File: src/rtl/mem_bus_pkg.sv
`default_nettype none
// ============================================================================
//  Module      : mem_bus_pkg
//  Description : Shared types for the instruction/data memory port arbiter.
//                Requester IDs, the response-ID FIFO entry and the lock
//                FSM state encoding.
//  Revision    : 1.0 - initial release
// ============================================================================
package mem_bus_pkg;

    typedef enum logic {
        REQ_INSTR = 1'b0,
        REQ_DATA  = 1'b1
    } req_id_e;

    // One outstanding transaction: who asked, and whether its response
    // must be swallowed because the fetch stream was flushed.
    typedef struct packed {
        req_id_e id;
        logic    discard;
    } out_entry_t;

    typedef enum logic {
        UNLOCKED = 1'b0,
        LOCKED   = 1'b1
    } lock_state_e;

    localparam logic [3:0] BE_WORD = 4'hF;

endpackage
`default_nettype wire

File: src/rtl/resp_id_fifo.sv
`default_nettype none
// ============================================================================
//  Module      : resp_id_fifo
//  Description : Circular FIFO holding the requester ID of every granted but
//                unanswered memory transaction. A flush marks every INSTR
//                entry as discard in place.
//  Ports       : clk, rst          - clock, async active-high reset
//                push_i/push_entry_i - enqueue one entry
//                pop_i             - dequeue the head
//                flush_i           - set discard on all INSTR entries
//                head_o            - current head entry
//                count_o/full_o/empty_o - occupancy
//  Revision    : 1.0 - initial release
// ============================================================================
module resp_id_fifo
    import mem_bus_pkg::*;
#(
    parameter  int DEPTH = 2,
    localparam int CNT_W = $clog2(DEPTH + 1)
) (
    input  logic             clk,
    input  logic             rst,
    input  logic             push_i,
    input  out_entry_t       push_entry_i,
    input  logic             pop_i,
    input  logic             flush_i,
    output out_entry_t       head_o,
    output logic [CNT_W-1:0] count_o,
    output logic             full_o,
    output logic             empty_o
);

    localparam int PTR_W = (DEPTH > 1) ? $clog2(DEPTH) : 1;

    out_entry_t       mem_q [DEPTH];
    logic [PTR_W-1:0] rd_ptr_q;
    logic [PTR_W-1:0] wr_ptr_q;
    logic [CNT_W-1:0] count_q;
    logic             w_push;
    logic             w_pop;

    // Depth need not be a power of two, so wrap explicitly.
    function automatic logic [PTR_W-1:0] ptr_inc(input logic [PTR_W-1:0] p);
        if (p == PTR_W'(DEPTH - 1)) begin
            return '0;
        end
        return p + 1'b1;
    endfunction

    assign full_o  = (count_q == CNT_W'(DEPTH));
    assign empty_o = (count_q == '0);
    assign count_o = count_q;
    assign head_o  = mem_q[rd_ptr_q];
    assign w_push  = push_i & ~full_o;
    assign w_pop   = pop_i & ~empty_o;

    always_ff @(posedge clk or posedge rst) begin
        if (rst) begin
            rd_ptr_q <= '0;
            wr_ptr_q <= '0;
            count_q  <= '0;
            for (int i = 0; i < DEPTH; i++) begin
                mem_q[i] <= '{id: REQ_INSTR, discard: 1'b0};
            end
        end else begin
            // Marking free slots too is harmless: they are overwritten on push.
            if (flush_i) begin
                for (int i = 0; i < DEPTH; i++) begin
                    if (mem_q[i].id == REQ_INSTR) begin
                        mem_q[i].discard <= 1'b1;
                    end
                end
            end
            // The pushed entry already carries its own discard bit, so the
            // later assignment correctly overrides the flush mark.
            if (w_push) begin
                mem_q[wr_ptr_q] <= push_entry_i;
                wr_ptr_q        <= ptr_inc(wr_ptr_q);
            end
            if (w_pop) begin
                rd_ptr_q <= ptr_inc(rd_ptr_q);
            end
            case ({w_push, w_pop})
                2'b10:   count_q <= count_q + 1'b1;
                2'b01:   count_q <= count_q - 1'b1;
                default: count_q <= count_q;
            endcase
        end
    end

endmodule
`default_nettype wire

File: src/rtl/mem_port_arbiter.sv
`default_nettype none
// ============================================================================
//  Module      : mem_port_arbiter
//  Description : Shares one req/gnt/rvalid memory port between the fetch
//                stage and the load/store unit. Data wins by default, with a
//                starvation limit for fetch; an ungranted request locks the
//                selection. In-order responses are routed back using a FIFO
//                of requester IDs; flushed fetch responses are dropped.
//  Ports       : instr_*  - fetch requester (req/addr/gnt/rvalid/rdata/err,
//                           flush)
//                data_*   - load/store requester
//                mem_*    - single memory port
//                busy_o   - transactions outstanding
//                unexpected_rvalid_o - sticky, response with nothing pending
//  Revision    : 1.0 - initial release
// ============================================================================
module mem_port_arbiter
    import mem_bus_pkg::*;
#(
    parameter int MAX_OUTSTANDING = 2,
    parameter int STARVE_LIMIT    = 4
) (
    input  logic        clk,
    input  logic        rst,
    input  logic        instr_req_i,
    input  logic [31:0] instr_addr_i,
    output logic        instr_gnt_o,
    output logic        instr_rvalid_o,
    output logic [31:0] instr_rdata_o,
    output logic        instr_err_o,
    input  logic        instr_flush_i,
    input  logic        data_req_i,
    input  logic        data_we_i,
    input  logic [3:0]  data_be_i,
    input  logic [31:0] data_addr_i,
    input  logic [31:0] data_wdata_i,
    output logic        data_gnt_o,
    output logic        data_rvalid_o,
    output logic [31:0] data_rdata_o,
    output logic        data_err_o,
    output logic        mem_req_o,
    output logic        mem_we_o,
    output logic [3:0]  mem_be_o,
    output logic [31:0] mem_addr_o,
    output logic [31:0] mem_wdata_o,
    input  logic        mem_gnt_i,
    input  logic        mem_rvalid_i,
    input  logic [31:0] mem_rdata_i,
    input  logic        mem_err_i,
    output logic        busy_o,
    output logic        unexpected_rvalid_o
);

    localparam int         CNT_W          = $clog2(MAX_OUTSTANDING + 1);
    localparam logic [3:0] C_STARVE_LIMIT = 4'(STARVE_LIMIT);

    lock_state_e      lock_q, lock_d;
    req_id_e          sel_q, sel_d;
    req_id_e          w_sel;
    logic [3:0]       starve_q, starve_d;
    logic             unexpected_q;
    out_entry_t       w_head;
    out_entry_t       w_push_entry;
    logic [CNT_W-1:0] w_count;
    logic             w_full;
    logic             w_empty;
    logic             w_gnt;
    logic             w_pop;
    logic             w_head_drop;

    // ---------------- selection ----------------
    always_comb begin
        w_sel = REQ_DATA;
        if (lock_q == LOCKED) begin
            w_sel = sel_q;
        end else if (instr_req_i && (!data_req_i || starve_q == C_STARVE_LIMIT)) begin
            w_sel = REQ_INSTR;
        end
    end

    // A full FIFO blocks the request even if a pop happens this cycle; the
    // count is registered, so the unblock is seen one cycle later.
    assign mem_req_o   = (instr_req_i | data_req_i) & ~w_full;
    assign w_gnt       = mem_gnt_i & mem_req_o;
    assign instr_gnt_o = w_gnt & (w_sel == REQ_INSTR);
    assign data_gnt_o  = w_gnt & (w_sel == REQ_DATA);

    always_comb begin
        mem_we_o    = 1'b0;
        mem_be_o    = 4'h0;
        mem_addr_o  = 32'h0;
        mem_wdata_o = 32'h0;
        if (mem_req_o) begin
            if (w_sel == REQ_INSTR) begin
                mem_be_o   = BE_WORD;
                mem_addr_o = instr_addr_i;
            end else begin
                mem_we_o    = data_we_i;
                mem_be_o    = data_be_i;
                mem_addr_o  = data_addr_i;
                mem_wdata_o = data_wdata_i;
            end
        end
    end

    // ---------------- lock FSM ----------------
    always_comb begin
        lock_d = lock_q;
        sel_d  = sel_q;
        case (lock_q)
            UNLOCKED: begin
                if (mem_req_o && !mem_gnt_i) begin
                    lock_d = LOCKED;
                    sel_d  = w_sel;
                end
            end
            LOCKED: begin
                if (w_gnt) begin
                    lock_d = UNLOCKED;
                end
            end
            default: lock_d = UNLOCKED;
        endcase
    end

    // ---------------- starvation counter ----------------
    always_comb begin
        starve_d = starve_q;
        if (!instr_req_i || instr_gnt_o) begin
            starve_d = 4'h0;
        end else if (data_gnt_o && starve_q != C_STARVE_LIMIT) begin
            starve_d = starve_q + 4'h1;
        end
    end

    always_ff @(posedge clk or posedge rst) begin
        if (rst) begin
            lock_q       <= UNLOCKED;
            sel_q        <= REQ_DATA;
            starve_q     <= 4'h0;
            unexpected_q <= 1'b0;
        end else begin
            lock_q   <= lock_d;
            sel_q    <= sel_d;
            starve_q <= starve_d;
            if (mem_rvalid_i && w_empty) begin
                unexpected_q <= 1'b1;
            end
        end
    end

    // ---------------- response ID tracking ----------------
    assign w_push_entry = '{id: w_sel, discard: (w_sel == REQ_INSTR) & instr_flush_i};
    assign w_pop        = mem_rvalid_i & ~w_empty;

    resp_id_fifo #(
        .DEPTH (MAX_OUTSTANDING)
    ) u_resp_id_fifo (
        .clk          (clk),
        .rst          (rst),
        .push_i       (w_gnt),
        .push_entry_i (w_push_entry),
        .pop_i        (w_pop),
        .flush_i      (instr_flush_i),
        .head_o       (w_head),
        .count_o      (w_count),
        .full_o       (w_full),
        .empty_o      (w_empty)
    );

    // A flush in the same cycle as the head pops must also kill that response.
    assign w_head_drop    = w_head.discard | instr_flush_i;
    assign data_rvalid_o  = w_pop & (w_head.id == REQ_DATA);
    assign instr_rvalid_o = w_pop & (w_head.id == REQ_INSTR) & ~w_head_drop;
    assign data_rdata_o   = data_rvalid_o  ? mem_rdata_i : 32'h0;
    assign data_err_o     = data_rvalid_o  & mem_err_i;
    assign instr_rdata_o  = instr_rvalid_o ? mem_rdata_i : 32'h0;
    assign instr_err_o    = instr_rvalid_o & mem_err_i;

    assign busy_o              = (w_count != '0);
    assign unexpected_rvalid_o = unexpected_q;

endmodule
`default_nettype wire

File: config.mk
export PLATFORM = sky130hd
export DESIGN_NAME = mem_port_arbiter
export DESIGN_NICKNAME = d
export VERILOG_FILES = /design/src/rtl/mem_bus_pkg.sv /design/src/rtl/resp_id_fifo.sv /design/src/rtl/mem_port_arbiter.sv
export SDC_FILE = /design/constraint.sdc
export NUM_CORES = 1
export LEC_CHECK = 0
export ABC_AREA = 1
export CORE_AREA = 2 2 109 111
export CTS_BUF_LIST = sky130_fd_sc_hd__clkbuf_4
export DETAILED_ROUTE_END_ITERATION = 12
export DIE_AREA = 0 0 111 113
export GPL_TIMING_DRIVEN = 1
export HOLD_SLACK_MARGIN = 0.03
export SLEW_MARGIN = 20
export SYNTH_ARGS = -nofsm -noshare
export SYNTH_HDL_FRONTEND = slang
export SYNTH_SLANG_ARGS = --single-unit
File: constraint.sdc
create_clock -name clk -period 4.3 [get_ports clk]
set_clock_uncertainty 0.15 [all_clocks]
set_input_delay 0.86 -clock clk [delete_from_list [all_inputs] [get_ports clk]]
set_output_delay 0.86 -clock clk [all_outputs]
set_load 0.005 [all_outputs]
Yosys cells after proc, flatten, opt, wreduce, memory -nomap -nowiden. Cells that the tools add are included.

Flip-flop bits (word level): 15. Bits of input ports: 141. Output and inout bits: 142. Word-level logic and storage cells: 99.

Add/subtract/negate cells: 5. $lt $le $gt $ge: 3. Equal/unequal tests: 5. Multiplexer cells: 37. Bitwise logic cells: 23. Reduce and logical (&&, ||, !) cells: 15.

Operators with widths (count): $mux 32 (6); $mux 1 (18); $mux 4 (4); $and 1x1->1 (13); $mux 2 (4); $not 1->1 (6); $reduce_bool 2->1 (3); $logic_and 1x1->1 (5); $add 4x1->4 const B (1); $bwmux 4 (1); $eq 2x2->1 const B (2); $eq 4x3->1 const B (1); $ge 2x2->1 const B (2); $ne 4x3->1 const B (1); $not 1->2 (2); $pmux 2 s2 (1); $logic_not 1->1 (3); $mux 3 (1); $add 1x1->1 const B (2); $add 2x1->2 const B (1); $demux 2 s1 (1); $eq 2x1->1 const B (1); $logic_not 2->1 (1); $logic_or 1x1->1 (2); 5 further kinds (6).

Depth between registers and ports, before layout.
Word-level depth: 9. Depth in mapped cells: 10. Mapped depth without buffers: 9.

Modules after synthesis. From an unflattened synthesis, not the netlist that was laid out.

Cells, all modules: 414. Area, all modules: 2150.8 um^2.

Modules (own cells, without submodules): mem_port_arbiter (times used 1, cells each 357, area each 1712.9 um^2, seq. area each 176.4 um^2); resp_id_fifo (times used 1, cells each 57, area each 437.9 um^2, seq. area each 200.2 um^2).

Least setup slack after synthesis. Ideal clock, no wire load.

Path type: input-to-output. Start: input instr_req_i. End: output mem_addr_o[19]. Arrival time: 1.601 ns. Required time: 3.290 ns. Slack: 1.689 ns. Stages on the path: 8. Buffers on the path: 2. Path through: inv_2 > nor2_4 > nand2_4 > nand2_4 > buf_8 > buf_6 > o21ai_1 > nor2_1.

Cells in the longest elaborated chain, start to end: 5. Elaborated cells between the ends (all ways): 7. Classes of those cells: mux: 4; bitwise: 2; reduce/logical: 1.

RTL lines: from (decl) (line mem_port_arbiter.sv:25) `input logic instr_req_i,`; $logic_and 1x1->1 (line mem_port_arbiter.sv:76) `end else if (instr_req_i && (!data_req_i || starve_q == C_STARVE_LIMIT)) begin`; $mux 1 (line mem_port_arbiter.sv:76); $mux 1 (line mem_port_arbiter.sv:74) `if (lock_q == LOCKED) begin`; $mux 32 (line mem_port_arbiter.sv:94) `if (w_sel == REQ_INSTR) begin`; $mux 32 * (line mem_port_arbiter.sv:93) `if (mem_req_o) begin`; to (decl) (line mem_port_arbiter.sv:44) `output logic [31:0] mem_addr_o,`.

Mark *: on every way between the ends. The rest lies on a longest branch, timed or not.

Worst setup path in the final report.
Start: input instr_req_i. End: output mem_wdata_o[29].

Cells in the longest elaborated chain, start to end: 5. Elaborated cells between the ends (all ways): 7. Classes of those cells: mux: 4; bitwise: 2; reduce/logical: 1.

RTL lines: $logic_and 1x1->1 (line mem_port_arbiter.sv:76); $mux 1 (line mem_port_arbiter.sv:76); $mux 1 (line mem_port_arbiter.sv:74); $mux 32 (line mem_port_arbiter.sv:94); $mux 32 * (line mem_port_arbiter.sv:93); to (decl) (line mem_port_arbiter.sv:45) `output logic [31:0] mem_wdata_o,`.

Marked as above.

==> results.sh <==
export IMPL_power_density_nw_per_um2=414
export IMPL_vias=3363
export IMPL_leakage_nw=2.32
export IMPL_setup_tns_final_ns=0
export IMPL_worstSetupPathDepth=9
export IMPL_io_pins=283
export IMPL_setup_worst_path_start="instr_req_i"
export IMPL_dominantRegCellSynth="sky130_fd_sc_hd__dfrtp_1"
export IMPL_netlist_instances=403
export IMPL_synth_edf_count=0
export IMPL_postSynthRegisterBits=15
export IMPL_root_buffer="sky130_fd_sc_hd__clkbuf_4"
export IMPL_cp_cell_sequence="clkdlybuf4s50_1 -> inv_2 -> nand2_2 -> nand2_4 -> inv_2 -> buf_12 -> nand2_1 -> nor2_1 -> clkdlybuf4s50_1"
export IMPL_syn_area_per_cell_um2=5.59
export IMPL_antenna_found_initial=0
export IMPL_clk_transition_reported_paths_ns=0.10
export IMPL_fp_dieW_um=111
export IMPL_rsz0062_at_grt="false"
export IMPL_worst_endpoint_required_ns=3.29
export IMPL_clock_path_buffers=2
export IMPL_critPathKind="primary input to output port"
export IMPL_total_clock_buffers_created_by_cts=3
export IMPL_post_cts_hold_buffer_count=0
export IMPL_first_global_vias=3198
export IMPL_final_min_period_over_clock_period=0.912
export IMPL_ff_latch_area_um2=377
export IMPL_timing_critical_path_to="mem_wdata_o[29]"
export IMPL_postcts_resize_cnt=0
export IMPL_setup_viol_count_final=0
export IMPL_route_antenna_remaining_nets=0
export IMPL_reg2reg_from="starve_q[0]"
export IMPL_worst_hold_startpoint="unexpected_rvalid_o"
export IMPL_final_fill_count=1157
export IMPL_cts_max_level=1
export IMPL_fin_area_um2=5170
export IMPL_initial_utilization=0.200
export IMPL_critical_path_arrival_ns=2.91
export IMPL_drt_initial_drc_count=151
export IMPL_timing_final_crit_period_ns=3.92
export IMPL_max_slew_worst_pin_slew_ns=0.601
export IMPL_critical_path_slowest_cell="sky130_fd_sc_hd__clkdlybuf4s50_1"
export IMPL_drive_gt1_frac=0.0910
export IMPL_drt_pass1_iterations=4
export IMPL_hold_ws_ns=0.333
export IMPL_buffer_ports_inserted=282
export IMPL_synth_seq_area_share=0.167
export IMPL_place_detailed_hpwl_mm=9.46
export IMPL_status="finished, final reports clean"
export IMPL_detailed_place_area_um2=5150
export IMPL_synth_warning_count=0
export IMPL_peakVddDrop_uv=226
export IMPL_report_power_total_mw=2.14
export IMPL_critPathMaxFanout=57
export IMPL_synth_async_sr_flop_share=1.00
export IMPL_die_span_in_y_um=113
export IMPL_hold_viol_final=0
export IMPL_detail_route_wirelength_mm=11.3
export IMPL_worst_slew_margin_rel=0.599
export IMPL_slew_violations=0
export IMPL_detail_route_wl_per_cell_um=13.9
export IMPL_fp_row_count=39
export IMPL_netlist_area_um2=2250
export IMPL_wire_length_of_the_first_global_routing_pass_mm=17.1
export IMPL_clock_tree_from_tritoncts="built"
export IMPL_die_area_um2=12500
export IMPL_grt_start_max_net_pins=58
export IMPL_multiInputGateArea_um2=1470
export IMPL_worst_r2r_endpoint="starve_q[3]"
export IMPL_drc_violation_count_after_routing=0
export IMPL_synth_top_cell_by_area="sky130_fd_sc_hd__nor2_1"
export IMPL_nets=815
export IMPL_max_cap_violations=0
export IMPL_grt_overflow_total=0
export IMPL_crit_path_start_kind="primary input"
export IMPL_global_router_s_overall_resource_usage=0.166
export IMPL_maxClockFrequency_mhz=255
export IMPL_synth_area_leaders="sky130_fd_sc_hd__nor2_1 26%, sky130_fd_sc_hd__dfrtp_1 16%, sky130_fd_sc_hd__inv_1 9.0%"
export IMPL_drt_vias_per_instance=4.14
export IMPL_area_growth_synth_to_final_pct=130
export IMPL_postCtsSetupRepairBufs=0
export IMPL_r2r_setup_slack_ns=2.38
export IMPL_sinks_on_clock_net=15
export IMPL_path_buf_inv=5
export IMPL_r2r_cells=10
export IMPL_clock_insertion_delay_worst_skew_ns=0.30
export IMPL_holdCritPathClass="flip-flop to flip-flop"
export IMPL_netlist_cell_type_count=32
export IMPL_place_congestion=0.901
export IMPL_core_area_um2=11300
export IMPL_synth_top_cell_area_share=0.263
export IMPL_cp_top_family="buffers and inverters"
export IMPL_max_stage_delay_on_crit_path_ns=0.52
export IMPL_mappedNetlistNets=547
export IMPL_antenna_cells_inserted=0
export IMPL_critical_path_endpoint_type="output port"
-- metal layers --
metal,track usage,vias up,share of wire
met5,0,-,0
met4,0.0383,0,0.016
met3,0.0150,15,0.043
met2,0.313,107,0.54
met1,0.204,1503,0.40
li1,-,1738,-
-- sequential cells by signal (all words and copies together) (netlist names) --
name                     count
starve_q                     4
u_resp_id_fifo.mem_q         4
u_resp_id_fifo.count_o       2
lock_q                       1
sel_q                        1
u_resp_id_fifo.rd_ptr_q      1
u_resp_id_fifo.wr_ptr_q      1
unexpected_rvalid_o          1
-- report_power, final --
| group | internal (mW) | switching [mW] |
|---|---|---|
| clock | 0.0347 | 0.0520 |
| combinational | 0.969 | 0.845 |
| sequential | 0.198 | 0.0439 |
| total | 1.20 | 0.941 |
-- worst min-delay path by stage --
stage / endpoint / slack [ns] / cells after the start
3_5_place_dp: unexpected_rvalid_o / 0.31 / 1
2_1_floorplan: unexpected_rvalid_o / 0.32 / 1
5_1_grt: unexpected_rvalid_o / 0.37 / 1
6_report: unexpected_rvalid_o / 0.33 / 1
4_1_cts: unexpected_rvalid_o / 0.34 / 1
3_3_place_gp: unexpected_rvalid_o / 0.31 / 1
-- kinds of logic after synthesis --
logic type / Yosys count / share of synthesized area
AO/OA/AOI/OAI: 50 / 0.144
XOR/XNOR: 5 / 0.0194
adder cells (fa/ha/maj): 3 / 0.0167
buffers and inverters: 87 / 0.182
flip-flops: 15 / 0.167
multiplexers: 1 / 0.00500
AND/OR/NAND/NOR: 242 / 0.466
-- worst reg2reg max path, cell delays in order, from the launching register on --
cell	delay, ns
sky130_fd_sc_hd__dfrtp_1	0.43
sky130_fd_sc_hd__inv_1	0.09
sky130_fd_sc_hd__ha_1	0.16
sky130_fd_sc_hd__nand3_2	0.14
sky130_fd_sc_hd__nand2_4	0.12
sky130_fd_sc_hd__nand2_4	0.07
sky130_fd_sc_hd__nand2_4	0.19
sky130_fd_sc_hd__buf_4	0.21
sky130_fd_sc_hd__nand2_1	0.10
sky130_fd_sc_hd__nand4_1	0.10
sky130_fd_sc_hd__nand2_1	0.06
-- cells in the mapped netlist, types with 2 or more instances --
master and instances:
sky130_fd_sc_hd__a21oi_4 2, sky130_fd_sc_hd__nand2_4 4, sky130_fd_sc_hd__nand4_1 4, sky130_fd_sc_hd__buf_2 15, sky130_fd_sc_hd__xor2_1 4, sky130_fd_sc_hd__nor2_1 158
sky130_fd_sc_hd__nand2_2 4, sky130_fd_sc_hd__nand3_1 5, sky130_fd_sc_hd__inv_1 54, sky130_fd_sc_hd__nor2_2 10, sky130_fd_sc_hd__o21ai_2 13, sky130_fd_sc_hd__o21ai_1 22
sky130_fd_sc_hd__nor2_4 3, sky130_fd_sc_hd__a21oi_1 3, sky130_fd_sc_hd__buf_8 2, sky130_fd_sc_hd__ha_1 3, sky130_fd_sc_hd__o21ai_0 9, sky130_fd_sc_hd__nand2_1 50
sky130_fd_sc_hd__inv_2 8, sky130_fd_sc_hd__buf_6 5, sky130_fd_sc_hd__dfrtp_1 14
-- per-stage QoR --
step / utilization / setup WS [ns] / instances
after floorplan: - / 1.69 / 403
after global placement: 0.457 / 0.435 / 809
after detailed placement: 0.457 / 0.391 / 809
after CTS: 0.459 / 0.387 / 813
after global routing: 0.459 / 0.275 / 813
final: 0.459 / 0.379 / 813
-- cells in the final DEF, fill, tap and decap left out, types with 2 or more instances in the layout --
cell type,count
sky130_fd_sc_hd__inv_1,54
sky130_fd_sc_hd__buf_12,2
sky130_fd_sc_hd__dfrtp_1,14
sky130_fd_sc_hd__a21oi_4,2
sky130_fd_sc_hd__o21ai_0,9
sky130_fd_sc_hd__xor2_1,4
sky130_fd_sc_hd__nand4_1,4
sky130_fd_sc_hd__buf_4,3
sky130_fd_sc_hd__clkdlybuf4s50_1,282
sky130_fd_sc_hd__nand3_1,5
sky130_fd_sc_hd__o21ai_2,13
sky130_fd_sc_hd__inv_2,8
sky130_fd_sc_hd__nor2_2,10
sky130_fd_sc_hd__nand2_4,4
sky130_fd_sc_hd__ha_1,3
sky130_fd_sc_hd__nor2_4,3
sky130_fd_sc_hd__a21oi_1,3
sky130_fd_sc_hd__nor2_1,158
sky130_fd_sc_hd__nand2_1,50
sky130_fd_sc_hd__nand2_2,4
sky130_fd_sc_hd__clkbuf_4,3
sky130_fd_sc_hd__o21ai_1,22
-- cell type report --
cell class,instances,share of cell area
multi-input cells,301,0.283
repair buffers,287,0.558
well taps,143,0.0346
flip-flops and latches,15,0.0728
clock buffers,3,0.00435
inverters,63,0.0462
clock inverters,1,0.000967
Note: power is estimated with default switching activity, not from simulation.
